`config.mk`:
```
export PLATFORM = sky130hd
export DESIGN_NAME = stream_mux_n
export DESIGN_NICKNAME = d
export VERILOG_FILES = /design/src/rtl/stream_mux_n.sv
export SDC_FILE = /design/constraint.sdc
export NUM_CORES = 1
export LEC_CHECK = 0
export BUFFER_PORTS_ARGS = -buffer_cell sky130_fd_sc_hd__buf_4
export CAP_MARGIN = 40
export CELL_PAD_IN_SITES_DETAIL_PLACEMENT = 0
export CELL_PAD_IN_SITES_GLOBAL_PLACEMENT = 1
export CORE_MARGIN = 3
export CORE_UTILIZATION = 31
export CTS_CLUSTER_DIAMETER = 80
export DETAILED_ROUTE_END_ITERATION = 8
export PLACE_DENSITY_LB_ADDON = 0.2
export RECOVER_POWER = 50
export SYNTH_ARGS = -nofsm -noshare
export SYNTH_HDL_FRONTEND = slang
export SYNTH_SLANG_ARGS = --single-unit
```
`constraint.sdc`:
```
create_clock -name clk -period 4.25 [get_ports clk]
set_input_delay 0.6375 -clock clk [delete_from_list [all_inputs] [get_ports clk]]
set_output_delay 0.6375 -clock clk [all_outputs]
set_load 0.02 [all_outputs]
```
`src/rtl/stream_mux_n.sv`:
```
// stream_mux_n
//   N-way, WIDTH-bit valid/ready stream multiplexer with a one-entry registered
//   output stage. The source is chosen either by an external index (fixed mode)
//   or by an internal rotating-priority arbiter (round-robin mode).
//
// Ports
//   clk        rising-edge clock
//   rst        asynchronous, active-high reset
//   in_data    N*WIDTH  channel i at [i*WIDTH +: WIDTH]
//   in_valid   N        per-channel valid
//   in_ready   N        per-channel ready (combinational from out_ready)
//   mode_rr    1        0 = fixed select, 1 = round-robin
//   sel        SELW     source index in fixed mode
//   out_data   WIDTH    registered output word
//   out_src    SELW     channel that supplied out_data
//   out_valid  1        output holds a word
//   out_ready  1        downstream accepts
module stream_mux_n #(
   parameter  int WIDTH = 32,
   parameter  int N     = 4,
   localparam int SELW  = (N > 1) ? $clog2(N) : 1
) (
   input  logic               clk,
   input  logic               rst,
   input  logic [N*WIDTH-1:0] in_data,
   input  logic [N-1:0]       in_valid,
   output logic [N-1:0]       in_ready,
   input  logic               mode_rr,
   input  logic [SELW-1:0]    sel,
   output logic [WIDTH-1:0]   out_data,
   output logic [SELW-1:0]    out_src,
   output logic               out_valid,
   input  logic               out_ready
);

   logic [WIDTH-1:0] r_out_data;
   logic [SELW-1:0]  r_out_src;
   logic             r_out_valid;
   logic [SELW-1:0]  r_ptr;

   logic             w_accept;
   logic [N-1:0]     w_grant_fix;
   logic [N-1:0]     w_req_hi;
   logic [N-1:0]     w_first_hi;
   logic [N-1:0]     w_first_lo;
   logic             w_hit_hi;
   logic             w_hit_lo;
   logic [N-1:0]     w_grant_rr;
   logic [N-1:0]     w_grant;
   logic             w_any;
   logic [SELW-1:0]  w_gidx;
   logic [WIDTH-1:0] w_sel_data;
   logic [SELW-1:0]  w_ptr_next;

   // Reset also blocks in_ready so no upstream handshake completes while the
   // output stage is being cleared.
   assign w_accept = !rst && (!r_out_valid || out_ready);

   // Fixed mode: a sel value >= N matches no channel, so nothing is granted.
   always_comb begin
      w_grant_fix = '0;
      for (int i = 0; i < N; i++) begin
         if (sel == SELW'(i)) w_grant_fix[i] = in_valid[i];
      end
   end

   // Round-robin: first requester at or above ptr wins; if none, the lowest
   // requester below ptr wins (the wrap-around part of the search).
   always_comb begin
      w_req_hi   = '0;
      w_first_hi = '0;
      w_first_lo = '0;
      w_hit_hi   = 1'b0;
      w_hit_lo   = 1'b0;
      for (int i = 0; i < N; i++) begin
         w_req_hi[i] = in_valid[i] && (i >= int'(r_ptr));
      end
      for (int i = 0; i < N; i++) begin
         if (w_req_hi[i] && !w_hit_hi) begin
            w_first_hi[i] = 1'b1;
            w_hit_hi      = 1'b1;
         end
         if (in_valid[i] && !w_hit_lo) begin
            w_first_lo[i] = 1'b1;
            w_hit_lo      = 1'b1;
         end
      end
   end

   assign w_grant_rr = w_hit_hi ? w_first_hi : w_first_lo;
   assign w_grant    = mode_rr ? w_grant_rr : w_grant_fix;
   assign w_any      = |w_grant;
   assign in_ready   = {N{w_accept}} & w_grant;

   always_comb begin
      w_gidx     = '0;
      w_sel_data = '0;
      for (int i = 0; i < N; i++) begin
         if (w_grant[i]) begin
            w_gidx     = SELW'(i);
            w_sel_data = in_data[i*WIDTH +: WIDTH];
         end
      end
   end

   assign w_ptr_next = (int'(w_gidx) == N - 1) ? '0 : w_gidx + SELW'(1);

   always_ff @(posedge clk or posedge rst) begin
      if (rst) begin
         r_out_data  <= '0;
         r_out_src   <= '0;
         r_out_valid <= 1'b0;
         r_ptr       <= '0;
      end else if (w_accept) begin
         if (w_any) begin
            r_out_data  <= w_sel_data;
            r_out_src   <= w_gidx;
            r_out_valid <= 1'b1;
            if (mode_rr) r_ptr <= w_ptr_next;
         end else begin
            // Drain with nothing to refill: data/src keep their last values.
            r_out_valid <= 1'b0;
         end
      end
   end

   assign out_data  = r_out_data;
   assign out_src   = r_out_src;
   assign out_valid = r_out_valid;

endmodule

```
==> flow_summary.html, run 1 <==
<table>
<tr><th>Metric</th><th>Value</th></tr>
<tr><th colspan="2">Status</th></tr>
<tr><td>Outcome</td><td>finished, violations left</td></tr>
<tr><td>Violations in the final reports</td><td>capacitance limit, slew limit</td></tr>
<tr><th colspan="2">Critical path</th></tr>
<tr><td>Most repeated library cell on the critical path</td><td>sky130_fd_sc_hd__buf_4</td></tr>
<tr><td>Slack of the worst reg-to-reg path</td><td>1350 ps</td></tr>
<tr><td>Kind of cell adding the most delay to the critical path</td><td>buffers and inverters</td></tr>
<tr><td>Worst R2R Path Depth</td><td>7</td></tr>
<tr><td>Data required time at the worst endpoint</td><td>4430 ps</td></tr>
<tr><td>Maximum single-stage delay on the critical path</td><td>620 ps</td></tr>
<tr><td>Maximum fanout along the worst path</td><td>33</td></tr>
<tr><td>Arrival time reported for the critical path endpoint</td><td>3100 ps</td></tr>
<tr><td>Kind of launch point of the worst setup path</td><td>input port</td></tr>
<tr><td>Reg-to-reg startpoint</td><td>r_ptr[1]</td></tr>
<tr><td>Launch point of the critical path</td><td>in_valid[0]</td></tr>
<tr><td>Destination of the critical timing path</td><td>out_data[24]</td></tr>
<tr><td>Series of cell instances along the critical path</td><td>buf_4, or2_1, a211oi_4, buf_4, nor2_2, a41oi_4, buf_4, mux2_2</td></tr>
<tr><td>RR Endpoint</td><td>out_data[24]</td></tr>
<tr><td>Critical-path cell with the highest stage delay</td><td>sky130_fd_sc_hd__a41oi_4</td></tr>
<tr><td>Total buffers and inverters traversed by the critical path</td><td>3</td></tr>
<tr><td>Critical Setup Path Class</td><td>input port to flop</td></tr>
<tr><td>Total number of cells along the worst setup path</td><td>8</td></tr>
<tr><td>Category of the worst setup path capture point</td><td>flop</td></tr>
<tr><th colspan="2">Timing</th></tr>
<tr><td>Worst hold slack</td><td>485 ps</td></tr>
<tr><td>Number of failing setup endpoints in the final timing report</td><td>0</td></tr>
<tr><td>Accumulated negative setup slack</td><td>0 ps</td></tr>
<tr><td>Pins Over Slew Limit</td><td>38</td></tr>
<tr><td>Peak clock frequency supported by timing</td><td>342 MHz</td></tr>
<tr><td>Final worst path period need</td><td>2920 ps</td></tr>
<tr><td>Relative max-transition margin</td><td>-31.7%</td></tr>
<tr><td>Worst clock skew on the final layout</td><td>5.04 ps</td></tr>
<tr><td>Worst slew pin tran</td><td>1970 ps</td></tr>
<tr><td>Setup repair after global routing missed its margin</td><td>no</td></tr>
<tr><td>Final worst-path cycle share</td><td>68.8%</td></tr>
<tr><td>Number of hold-slack violations in the final timing report</td><td>0</td></tr>
<tr><td>Fin worst setup slack</td><td>1330 ps</td></tr>
<tr><th colspan="2">Layout</th></tr>
<tr><td>Post-layout net count</td><td>614</td></tr>
<tr><td>Antenna cells</td><td>0</td></tr>
<tr><td>Cell Count, Final, Fillers Out</td><td>579</td></tr>
<tr><td>Share of cells above drive strength 1</td><td>38.4%</td></tr>
<tr><td>Area of all placed cells without fillers</td><td>4070 um^2</td></tr>
<tr><td>Layout Utilization</td><td>51.1%</td></tr>
<tr><td>Area growth syn-to-layout</td><td>54.7%</td></tr>
<tr><td>Filler cell count in the final layout</td><td>823</td></tr>
<tr><th colspan="2">Placed design</th></tr>
<tr><td>Dpl ws</td><td>977 ps</td></tr>
<tr><td>DP HPWL</td><td>7310 um</td></tr>
<tr><td>Number of placed instances with taps included</td><td>571</td></tr>
<tr><td>Routability cong.</td><td>0.766</td></tr>
<tr><td>Placement-stage cell area</td><td>4040 um^2</td></tr>
<tr><td>Count of input and output buffers</td><td>176</td></tr>
<tr><th colspan="2">CTS</th></tr>
<tr><td>Clock latency reported for the late side of the worst-skew pair</td><td>280 ps</td></tr>
<tr><td>Clock-pin slew on the worst setup and hold paths</td><td>80 ps</td></tr>
<tr><td>CTS sink cnt</td><td>37</td></tr>
<tr><td>Setup repair bufs after CTS</td><td>0</td></tr>
<tr><td>Cell at the root of the clock tree</td><td>sky130_fd_sc_hd__clkbuf_8</td></tr>
<tr><td>CTS tree</td><td>done</td></tr>
<tr><td>Max Root-Sink Buffers</td><td>2</td></tr>
<tr><td>Post-CTS Resized</td><td>0</td></tr>
<tr><td>CTS H-Tree Depth</td><td>2</td></tr>
<tr><td>Total CTS buffers</td><td>5</td></tr>
<tr><td>Hold Buf Count CTS</td><td>0</td></tr>
<tr><th colspan="2">Synth</th></tr>
<tr><td>Area of the mapped netlist</td><td>2630 um^2</td></tr>
<tr><td>Yosys synthesis warning count</td><td>0</td></tr>
<tr><td>Post-Synth Adder-Cell Area</td><td>0%</td></tr>
<tr><td>Fraction of the mapped netlist area in simple logic gates</td><td>29.8%</td></tr>
<tr><td>Count of mapped cells out of synthesis</td><td>313</td></tr>
<tr><td>Largest family of logic cells by synthesized area</td><td>simple AND/OR/NAND/NOR gates</td></tr>
<tr><td>Most frequent cell after synthesis</td><td>sky130_fd_sc_hd__nand3_1</td></tr>
<tr><td>Fraction of the mapped netlist area in compound gates</td><td>14.9%</td></tr>
<tr><td>Share of the yosys chip area belonging to registers</td><td>35.2%</td></tr>
<tr><td>Count of state elements after synthesis</td><td>37</td></tr>
<tr><td>Post-synth top flop</td><td>sky130_fd_sc_hd__dfrtp_1</td></tr>
<tr><td>Distinct cells, synth</td><td>33</td></tr>
<tr><td>Number of flops mapped to enable cells by yosys</td><td>0</td></tr>
<tr><td>Most used standard cells in the synthesized netlist</td><td>96 x sky130_fd_sc_hd__nand3_1, 37 x sky130_fd_sc_hd__dfrtp_1, 35 x sky130_fd_sc_hd__o21ai_0</td></tr>
<tr><td>Multiplexer share of the synthesized area</td><td>14.1%</td></tr>
<tr><td>Synth top area share</td><td>35.2%</td></tr>
<tr><td>Mean post-synth cell area</td><td>8.41 um^2</td></tr>
<tr><td>Cell types occupying the most area after synthesis</td><td>sky130_fd_sc_hd__dfrtp_1 35%, sky130_fd_sc_hd__nand3_1 18%, sky130_fd_sc_hd__mux2_1 12%, sky130_fd_sc_hd__nand4_1 7.6%, sky130_fd_sc_hd__o21ai_0 6.7%</td></tr>
<tr><td>Net count of the mapped netlist</td><td>451</td></tr>
<tr><td>Share of synthesized registers carrying an async set or reset</td><td>100%</td></tr>
<tr><td>Biggest area consumer among synthesized cells</td><td>sky130_fd_sc_hd__dfrtp_1</td></tr>
<tr><td>Xor and xnor area share after synthesis</td><td>0%</td></tr>
<tr><th colspan="2">Drt</th></tr>
<tr><td>Initial drt markers</td><td>146</td></tr>
<tr><td>Detail-routed via count per cell</td><td>5.41</td></tr>
<tr><td>DRC violations left</td><td>0</td></tr>
<tr><td>Met1 Wirelength</td><td>3990 um</td></tr>
<tr><td>Post-detailed-route wirelength per cell</td><td>17.4 um</td></tr>
<tr><td>Top sig layer</td><td>met4</td></tr>
<tr><td>Detail Route met2 WL</td><td>5070 um</td></tr>
<tr><td>Overall via count from detail_route</td><td>3134</td></tr>
<tr><td>Wire length on met3</td><td>893 um</td></tr>
<tr><td>Total routed wirelength</td><td>10000 um</td></tr>
<tr><td>Routed Antenna Nets</td><td>0</td></tr>
<tr><td>TritonRoute pass-1 iters</td><td>5</td></tr>
<tr><th colspan="2">Floorplanning</th></tr>
<tr><td>Number of placed I/O pins</td><td>177</td></tr>
<tr><td>Cell row count</td><td>32</td></tr>
<tr><td>Initial standard-cell utilization of the core</td><td>33.0%</td></tr>
<tr><td>Die Span Y</td><td>98.1 um</td></tr>
<tr><td>Die area</td><td>9630 um^2</td></tr>
<tr><td>Floorplan die width</td><td>98.1 um</td></tr>
<tr><td>Std-Cell Core Area</td><td>7970 um^2</td></tr>
<tr><th colspan="2">Pwr</th></tr>
<tr><td>Total power after layout</td><td>2.00 mW</td></tr>
<tr><td>Pleak</td><td>1.89 nW</td></tr>
<tr><td>Total power divided by cell area</td><td>492 nW/um^2</td></tr>
<tr><td>Maximum ir drop on the vdd rail</td><td>182 uV</td></tr>
<tr><th colspan="2">Hold path</th></tr>
<tr><td>Worst hold start</td><td>out_data[12]</td></tr>
<tr><td>Path category of the worst min-delay check</td><td>flop to flop</td></tr>
<tr><th colspan="2">Run</th></tr>
<tr><td># Max-Cap Violations</td><td>1</td></tr>
<tr><th colspan="2">GRT</th></tr>
<tr><td>Pin count of the biggest net entering global routing</td><td>38</td></tr>
<tr><td>Vias in the first global route</td><td>3299</td></tr>
<tr><td>Combined global-route utilization of all metal layers</td><td>20.4%</td></tr>
<tr><td>Antenna violations before repair</td><td>0</td></tr>
<tr><td>Residual overflow from global routing</td><td>0</td></tr>
<tr><td>Wire length of the first global-routing pass</td><td>16300 um</td></tr>
</table>
## worst register-to-register path: cells and delay by family, from the launching register on
| kind | cells | cell delay, ps |
|---|---|---|
| flip-flops | 1 | 460 |
| AO/OA/AOI/OAI | 2 | 860 |
| multiplexers | 1 | 370 |
| buffers and inverters | 2 | 720 |
| AND/OR/NAND/NOR | 2 | 380 |
## state kept, by name, indices dropped and copies added, names as in the netlist
signal,flops
out_data,32
r_ptr,2
out_valid,1
out_src,2
## cells in the final DEF, fill, tap and decap left out
cell                         instances
sky130_fd_sc_hd__a211oi_4            1
sky130_fd_sc_hd__a21o_1              5
sky130_fd_sc_hd__a21oi_1             5
sky130_fd_sc_hd__a21oi_4             1
sky130_fd_sc_hd__a22o_1              1
sky130_fd_sc_hd__a2bb2oi_1           1
sky130_fd_sc_hd__a32oi_1             1
sky130_fd_sc_hd__a41o_1              1
sky130_fd_sc_hd__a41oi_1             1
sky130_fd_sc_hd__a41oi_4             1
sky130_fd_sc_hd__and3_1              1
sky130_fd_sc_hd__buf_4             165
sky130_fd_sc_hd__bufinv_16           1
sky130_fd_sc_hd__clkbuf_1           21
sky130_fd_sc_hd__clkbuf_8            5
sky130_fd_sc_hd__clkinv_1            1
sky130_fd_sc_hd__clkinv_4            1
sky130_fd_sc_hd__clkinvlp_4          1
sky130_fd_sc_hd__dfrtp_1            37
sky130_fd_sc_hd__inv_1               4
sky130_fd_sc_hd__mux2_1             28
sky130_fd_sc_hd__mux2_2              5
sky130_fd_sc_hd__nand2_1             6
sky130_fd_sc_hd__nand2b_1            3
sky130_fd_sc_hd__nand3_1            96
sky130_fd_sc_hd__nand4_1            32
sky130_fd_sc_hd__nor2_1              5
sky130_fd_sc_hd__nor2_2              1
sky130_fd_sc_hd__nor2b_1             1
sky130_fd_sc_hd__nor3b_1             1
sky130_fd_sc_hd__nor4bb_1            1
sky130_fd_sc_hd__o21a_1              3
sky130_fd_sc_hd__o21ai_0            35
sky130_fd_sc_hd__o21ba_1             1
sky130_fd_sc_hd__o21bai_1            1
sky130_fd_sc_hd__o221ai_2            1
sky130_fd_sc_hd__o32a_1              1
sky130_fd_sc_hd__or2_1               1
## metal layers
layer  track usage, %  vias to the layer above
li1                 -                     1502
met5                0                        -
met3             6.00                        6
met4             4.62                        0
met2             35.4                      134
met1             24.9                     1492
## power breakdown
part | internal [mW] | switching (mW)
logic | 0.443 | 0.644
registers | 0.517 | 0.0936
clock network | 0.176 | 0.129
## final cells by class
type	count	area (um^2)	share of cell area, %
Clock buffer	5	68.8	1.69
Clock inverter	3	46.3	1.14
Inverter	5	18.8	0.461
Multi-Input combinational cell	241	1570	38.5
Sequential cell	37	926	22.7
Tap cell	102	128	3.13
Timing Repair Buffer	186	1320	32.4
## how the worst min path moves through the flow
stage | end | slack [ps] | cells past startpoint
detailed placement | out_data[12] | 480 | 1
floorplan | r_ptr[0] | 580 | 2
finish | out_data[12] | 490 | 1
global route | out_data[12] | 510 | 1
global placement | out_data[17] | 470 | 1
CTS | r_ptr[0] | 480 | 3
## logic make-up (layout without fill, tap and decap cells)
group                  count (synthesis)  count (layout)
AND/OR/NAND/NOR                      148             148
AO/OA/AOI/OAI                         60              60
flip-flops                            37              37
buffers and inverters                 35             199
multiplexers                          33              33
Note: power is estimated with default switching activity, not from simulation.
==> run 2: changes to the inputs <==
--- a/config.mk
+++ b/config.mk
@@ -10,7 +10,7 @@
 export CELL_PAD_IN_SITES_DETAIL_PLACEMENT = 0
 export CELL_PAD_IN_SITES_GLOBAL_PLACEMENT = 1
 export CORE_MARGIN = 3
-export CORE_UTILIZATION = 31
+export CORE_UTILIZATION = 26
 export CTS_CLUSTER_DIAMETER = 80
 export DETAILED_ROUTE_END_ITERATION = 8
 export PLACE_DENSITY_LB_ADDON = 0.2
==> constraint.sdc (replaced) <==
create_clock -name clk -period 2.43 [get_ports clk]
set_input_delay 0.3645 -clock clk [delete_from_list [all_inputs] [get_ports clk]]
set_output_delay 0.3645 -clock clk [all_outputs]
set_load 0.02 [all_outputs]
==> run 2 against run 1 <==
The flow now finishes without violations. Count of clock-buffer cells in the layout unchanged. Clock skew is 1.4 ps higher. Critical path depth shrank 2. Wire length up 3.3%. Sequential share of layout area fell by 0.40 points. Highest routed layer unchanged. Largest cell class unchanged.
==> flow_summary.html, run 2 (synthesized netlist as in run 1, its figures left out) <==
<table>
<tr><th>Metric</th><th>Value</th></tr>
<tr><th colspan="2">Timing</th></tr>
<tr><td>Relative max-transition margin</td><td>6.54% (+38 points)</td></tr>
<tr><td>Setup repair after global routing missed its margin</td><td>no</td></tr>
<tr><td>Number of failing setup endpoints in the final timing report</td><td>0 (unchanged)</td></tr>
<tr><td>Final worst path period need</td><td>2120 ps</td></tr>
<tr><td>Worst slew pin tran</td><td>1400 ps (-575 ps)</td></tr>
<tr><td>Worst clock skew on the final layout</td><td>6.48 ps (+1.44 ps)</td></tr>
<tr><td>Accumulated negative setup slack</td><td>0 ps (unchanged)</td></tr>
<tr><td>Peak clock frequency supported by timing</td><td>472 MHz</td></tr>
<tr><td>Pins Over Slew Limit</td><td>0 (-100%)</td></tr>
<tr><td>Number of hold-slack violations in the final timing report</td><td>0 (unchanged)</td></tr>
<tr><td>Final worst-path cycle share</td><td>87.1%</td></tr>
<tr><th colspan="2">CTS</th></tr>
<tr><td>Setup repair bufs after CTS</td><td>0 (unchanged)</td></tr>
<tr><td>Max Root-Sink Buffers</td><td>2 (unchanged)</td></tr>
<tr><td>Total CTS buffers</td><td>5 (unchanged)</td></tr>
<tr><td>Post-CTS Resized</td><td>0 (unchanged)</td></tr>
<tr><td>CTS H-Tree Depth</td><td>2 (unchanged)</td></tr>
<tr><td>Clock-pin slew on the worst setup and hold paths</td><td>80 ps (about the same)</td></tr>
<tr><td>Hold Buf Count CTS</td><td>0 (unchanged)</td></tr>
<tr><td>CTS tree</td><td>done</td></tr>
<tr><td>Clock latency reported for the late side of the worst-skew pair</td><td>280 ps (about the same)</td></tr>
<tr><td>Cell at the root of the clock tree</td><td>sky130_fd_sc_hd__clkbuf_8</td></tr>
<tr><td>CTS sink cnt</td><td>37 (unchanged)</td></tr>
<tr><th colspan="2">Drt</th></tr>
<tr><td>Total routed wirelength</td><td>10400 um (+3.3%)</td></tr>
<tr><td>TritonRoute pass-1 iters</td><td>4 (-1)</td></tr>
<tr><td>DRC violations left</td><td>0 (unchanged)</td></tr>
<tr><td>Post-detailed-route wirelength per cell</td><td>17.0 um (-2.0%)</td></tr>
<tr><td>Routed Antenna Nets</td><td>0 (unchanged)</td></tr>
<tr><td>Initial drt markers</td><td>153 (+4.8%)</td></tr>
<tr><td>Overall via count from detail_route</td><td>3126 (-0.26%)</td></tr>
<tr><td>Detail-routed via count per cell</td><td>5.12 (-5.3%)</td></tr>
<tr><th colspan="2">GRT</th></tr>
<tr><td>Vias in the first global route</td><td>3142 (-4.8%)</td></tr>
<tr><td>Wire length of the first global-routing pass</td><td>16100 um (-1.2%)</td></tr>
<tr><td>Residual overflow from global routing</td><td>0 (unchanged)</td></tr>
<tr><td>Combined global-route utilization of all metal layers</td><td>17.5% (-2.9 points)</td></tr>
<tr><td>Antenna violations before repair</td><td>0 (unchanged)</td></tr>
<tr><td>Pin count of the biggest net entering global routing</td><td>38 (unchanged)</td></tr>
<tr><th colspan="2">Layout</th></tr>
<tr><td>Antenna cells</td><td>0 (unchanged)</td></tr>
<tr><td>Area of all placed cells without fillers</td><td>4140 um^2 (+1.8%)</td></tr>
<tr><td>Most frequent standard cell in the layout excluding fill and tap cells</td><td>sky130_fd_sc_hd__buf_4</td></tr>
<tr><td>Area taken by flip-flops and latches</td><td>926 um^2 (unchanged)</td></tr>
<tr><td>Filler cell count in the final layout</td><td>1061 (+29%)</td></tr>
<tr><td>Cell Count, Final, Fillers Out</td><td>610 (+5.4%)</td></tr>
<tr><td>Multi-input logic area</td><td>1580 um^2 (+0.72%)</td></tr>
<tr><td>Layout Utilization</td><td>42.2% (-8.9 points)</td></tr>
<tr><td>Post-layout net count</td><td>614 (unchanged)</td></tr>
<tr><td>Area growth syn-to-layout</td><td>57.5%</td></tr>
<tr><td>Share of cells above drive strength 1</td><td>38.6% (+0.21 points)</td></tr>
<tr><td>Max reg flops</td><td>32 (unchanged)</td></tr>
<tr><td>Most frequent cells in the layout</td><td>166 x sky130_fd_sc_hd__buf_4, 96 x sky130_fd_sc_hd__nand3_1, 37 x sky130_fd_sc_hd__dfrtp_1</td></tr>
<tr><th colspan="2">Placed design</th></tr>
<tr><td>DP HPWL</td><td>7460 um (+1.9%)</td></tr>
<tr><td>Number of placed instances with taps included</td><td>602 (+5.4%)</td></tr>
<tr><td>Count of input and output buffers</td><td>176 (unchanged)</td></tr>
<tr><td>Routability cong.</td><td>0.832 (+8.6%)</td></tr>
<tr><td>Placement-stage cell area</td><td>4090 um^2 (+1.2%)</td></tr>
<tr><th colspan="2">Critical path</th></tr>
<tr><td>Data required time at the worst endpoint</td><td>2600 ps (-1830 ps)</td></tr>
<tr><td>Arrival time reported for the critical path endpoint</td><td>2280 ps (-820 ps)</td></tr>
<tr><td>Kind of launch point of the worst setup path</td><td>flop</td></tr>
<tr><td>Maximum single-stage delay on the critical path</td><td>470 ps (-150 ps)</td></tr>
<tr><td>Series of cell instances along the critical path</td><td>nand2b_1, a211oi_4, nor2_2, a41oi_4, buf_4, mux2_1</td></tr>
<tr><td>Kind of cell adding the most delay to the critical path</td><td>compound AO/OA/AOI/OAI gates</td></tr>
<tr><td>Maximum fanout along the worst path</td><td>19 (-42%)</td></tr>
<tr><td>Category of the worst setup path capture point</td><td>flop</td></tr>
<tr><td>Worst R2R Path Depth</td><td>6 (-1)</td></tr>
<tr><td>Critical-path cell with the highest stage delay</td><td>sky130_fd_sc_hd__dfrtp_1</td></tr>
<tr><td>Total buffers and inverters traversed by the critical path</td><td>1 (-2)</td></tr>
<tr><td>Total number of cells along the worst setup path</td><td>6 (-2)</td></tr>
<tr><td>Critical Setup Path Class</td><td>flop to flop</td></tr>
<tr><th colspan="2">Pwr</th></tr>
<tr><td>Total power divided by cell area</td><td>879 nW/um^2 (+79%)</td></tr>
<tr><td>Pleak</td><td>1.91 nW (+1.2%)</td></tr>
<tr><td>Total power after layout</td><td>3.64 mW (+82%)</td></tr>
<tr><td>Maximum ir drop on the vdd rail</td><td>364 uV (+100%)</td></tr>
<tr><th colspan="2">Status</th></tr>
<tr><td>Outcome</td><td>finished, final reports clean</td></tr>
<tr><th colspan="2">Floorplanning</th></tr>
<tr><td>Cell row count</td><td>36 (+13%)</td></tr>
<tr><td>Die area</td><td>11400 um^2 (+18%)</td></tr>
<tr><td>Initial standard-cell utilization of the core</td><td>26.8% (-6.2 points)</td></tr>
<tr><td>Die Span Y</td><td>107 um (+8.6%)</td></tr>
<tr><td>Floorplan die width</td><td>107 um (+8.6%)</td></tr>
<tr><td>Std-Cell Core Area</td><td>9820 um^2 (+23%)</td></tr>
<tr><td>Number of placed I/O pins</td><td>177 (unchanged)</td></tr>
<tr><th colspan="2">Hold path</th></tr>
<tr><td>Path category of the worst min-delay check</td><td>input port to flop</td></tr>
<tr><td>Number of cells on the worst hold path</td><td>2 (+1)</td></tr>
<tr><th colspan="2">Run</th></tr>
<tr><td># Max-Cap Violations</td><td>0 (-1)</td></tr>
</table>
[run 2: per-layer routing]
| metal | routed length (um) | global-route usage [%] |
|---|---|---|
| met1 | 4250 | 21.7 |
| met3 | 812 | 4.70 |
| met5 | 0 | 0 |
| met4 | 147 | 3.84 |
| met2 | 5160 | 30.2 |
[run 2: path summary, 6_finish.rpt]
| path | slack, ps | from | end |
|---|---|---|---|
| setup / recovery | 310 | r_ptr[1] | out_data[18] |
| hold / removal | 420 | mode_rr | r_ptr[0] |
| setup reg to reg | 310 | r_ptr[1] | out_data[18] |
| hold reg to reg | 490 | out_data[17] | out_data[17] |
| max in group asynchronous | 1100 | rst | out_data[16] |
| min in group asynchronous | 490 | rst | r_ptr[0] |
[run 2: layout make-up]
| type | count | area share, % |
|---|---|---|
| clock buffer | 5 | 1.66 |
| clock inverter | 3 | 1.57 |
| inverter | 5 | 0.453 |
| multi-input combinational | 241 | 38.1 |
| sequential | 37 | 22.3 |
| tap | 133 | 4.02 |
| timing repair buffer | 186 | 31.9 |
[run 2: power by group]
group / internal, mW / switching [mW] / total [mW]
clock network: 0.408 / 0.225 / 0.632
logic: 0.783 / 1.15 / 1.94
registers: 0.905 / 0.166 / 1.07
[run 2: stage by stage]
| stage | hold slack (ps) | worst slack, ps |
|---|---|---|
| final | 419 | 313 |
| after detailed placement | 477 | 264 |
| after CTS | 268 | 301 |
| after global routing | 432 | 172 |
| after global placement | 469 | 309 |
| after floorplan | 544 | 309 |
[run 2: worst reg2reg max path, stage by stage (launching register included)]
cell and delay (ps):
sky130_fd_sc_hd__dfrtp_1 470, sky130_fd_sc_hd__nand2b_1 230, sky130_fd_sc_hd__a211oi_4 300, sky130_fd_sc_hd__nor2_2 130, sky130_fd_sc_hd__a41oi_4 220, sky130_fd_sc_hd__buf_4 300
sky130_fd_sc_hd__mux2_1 360
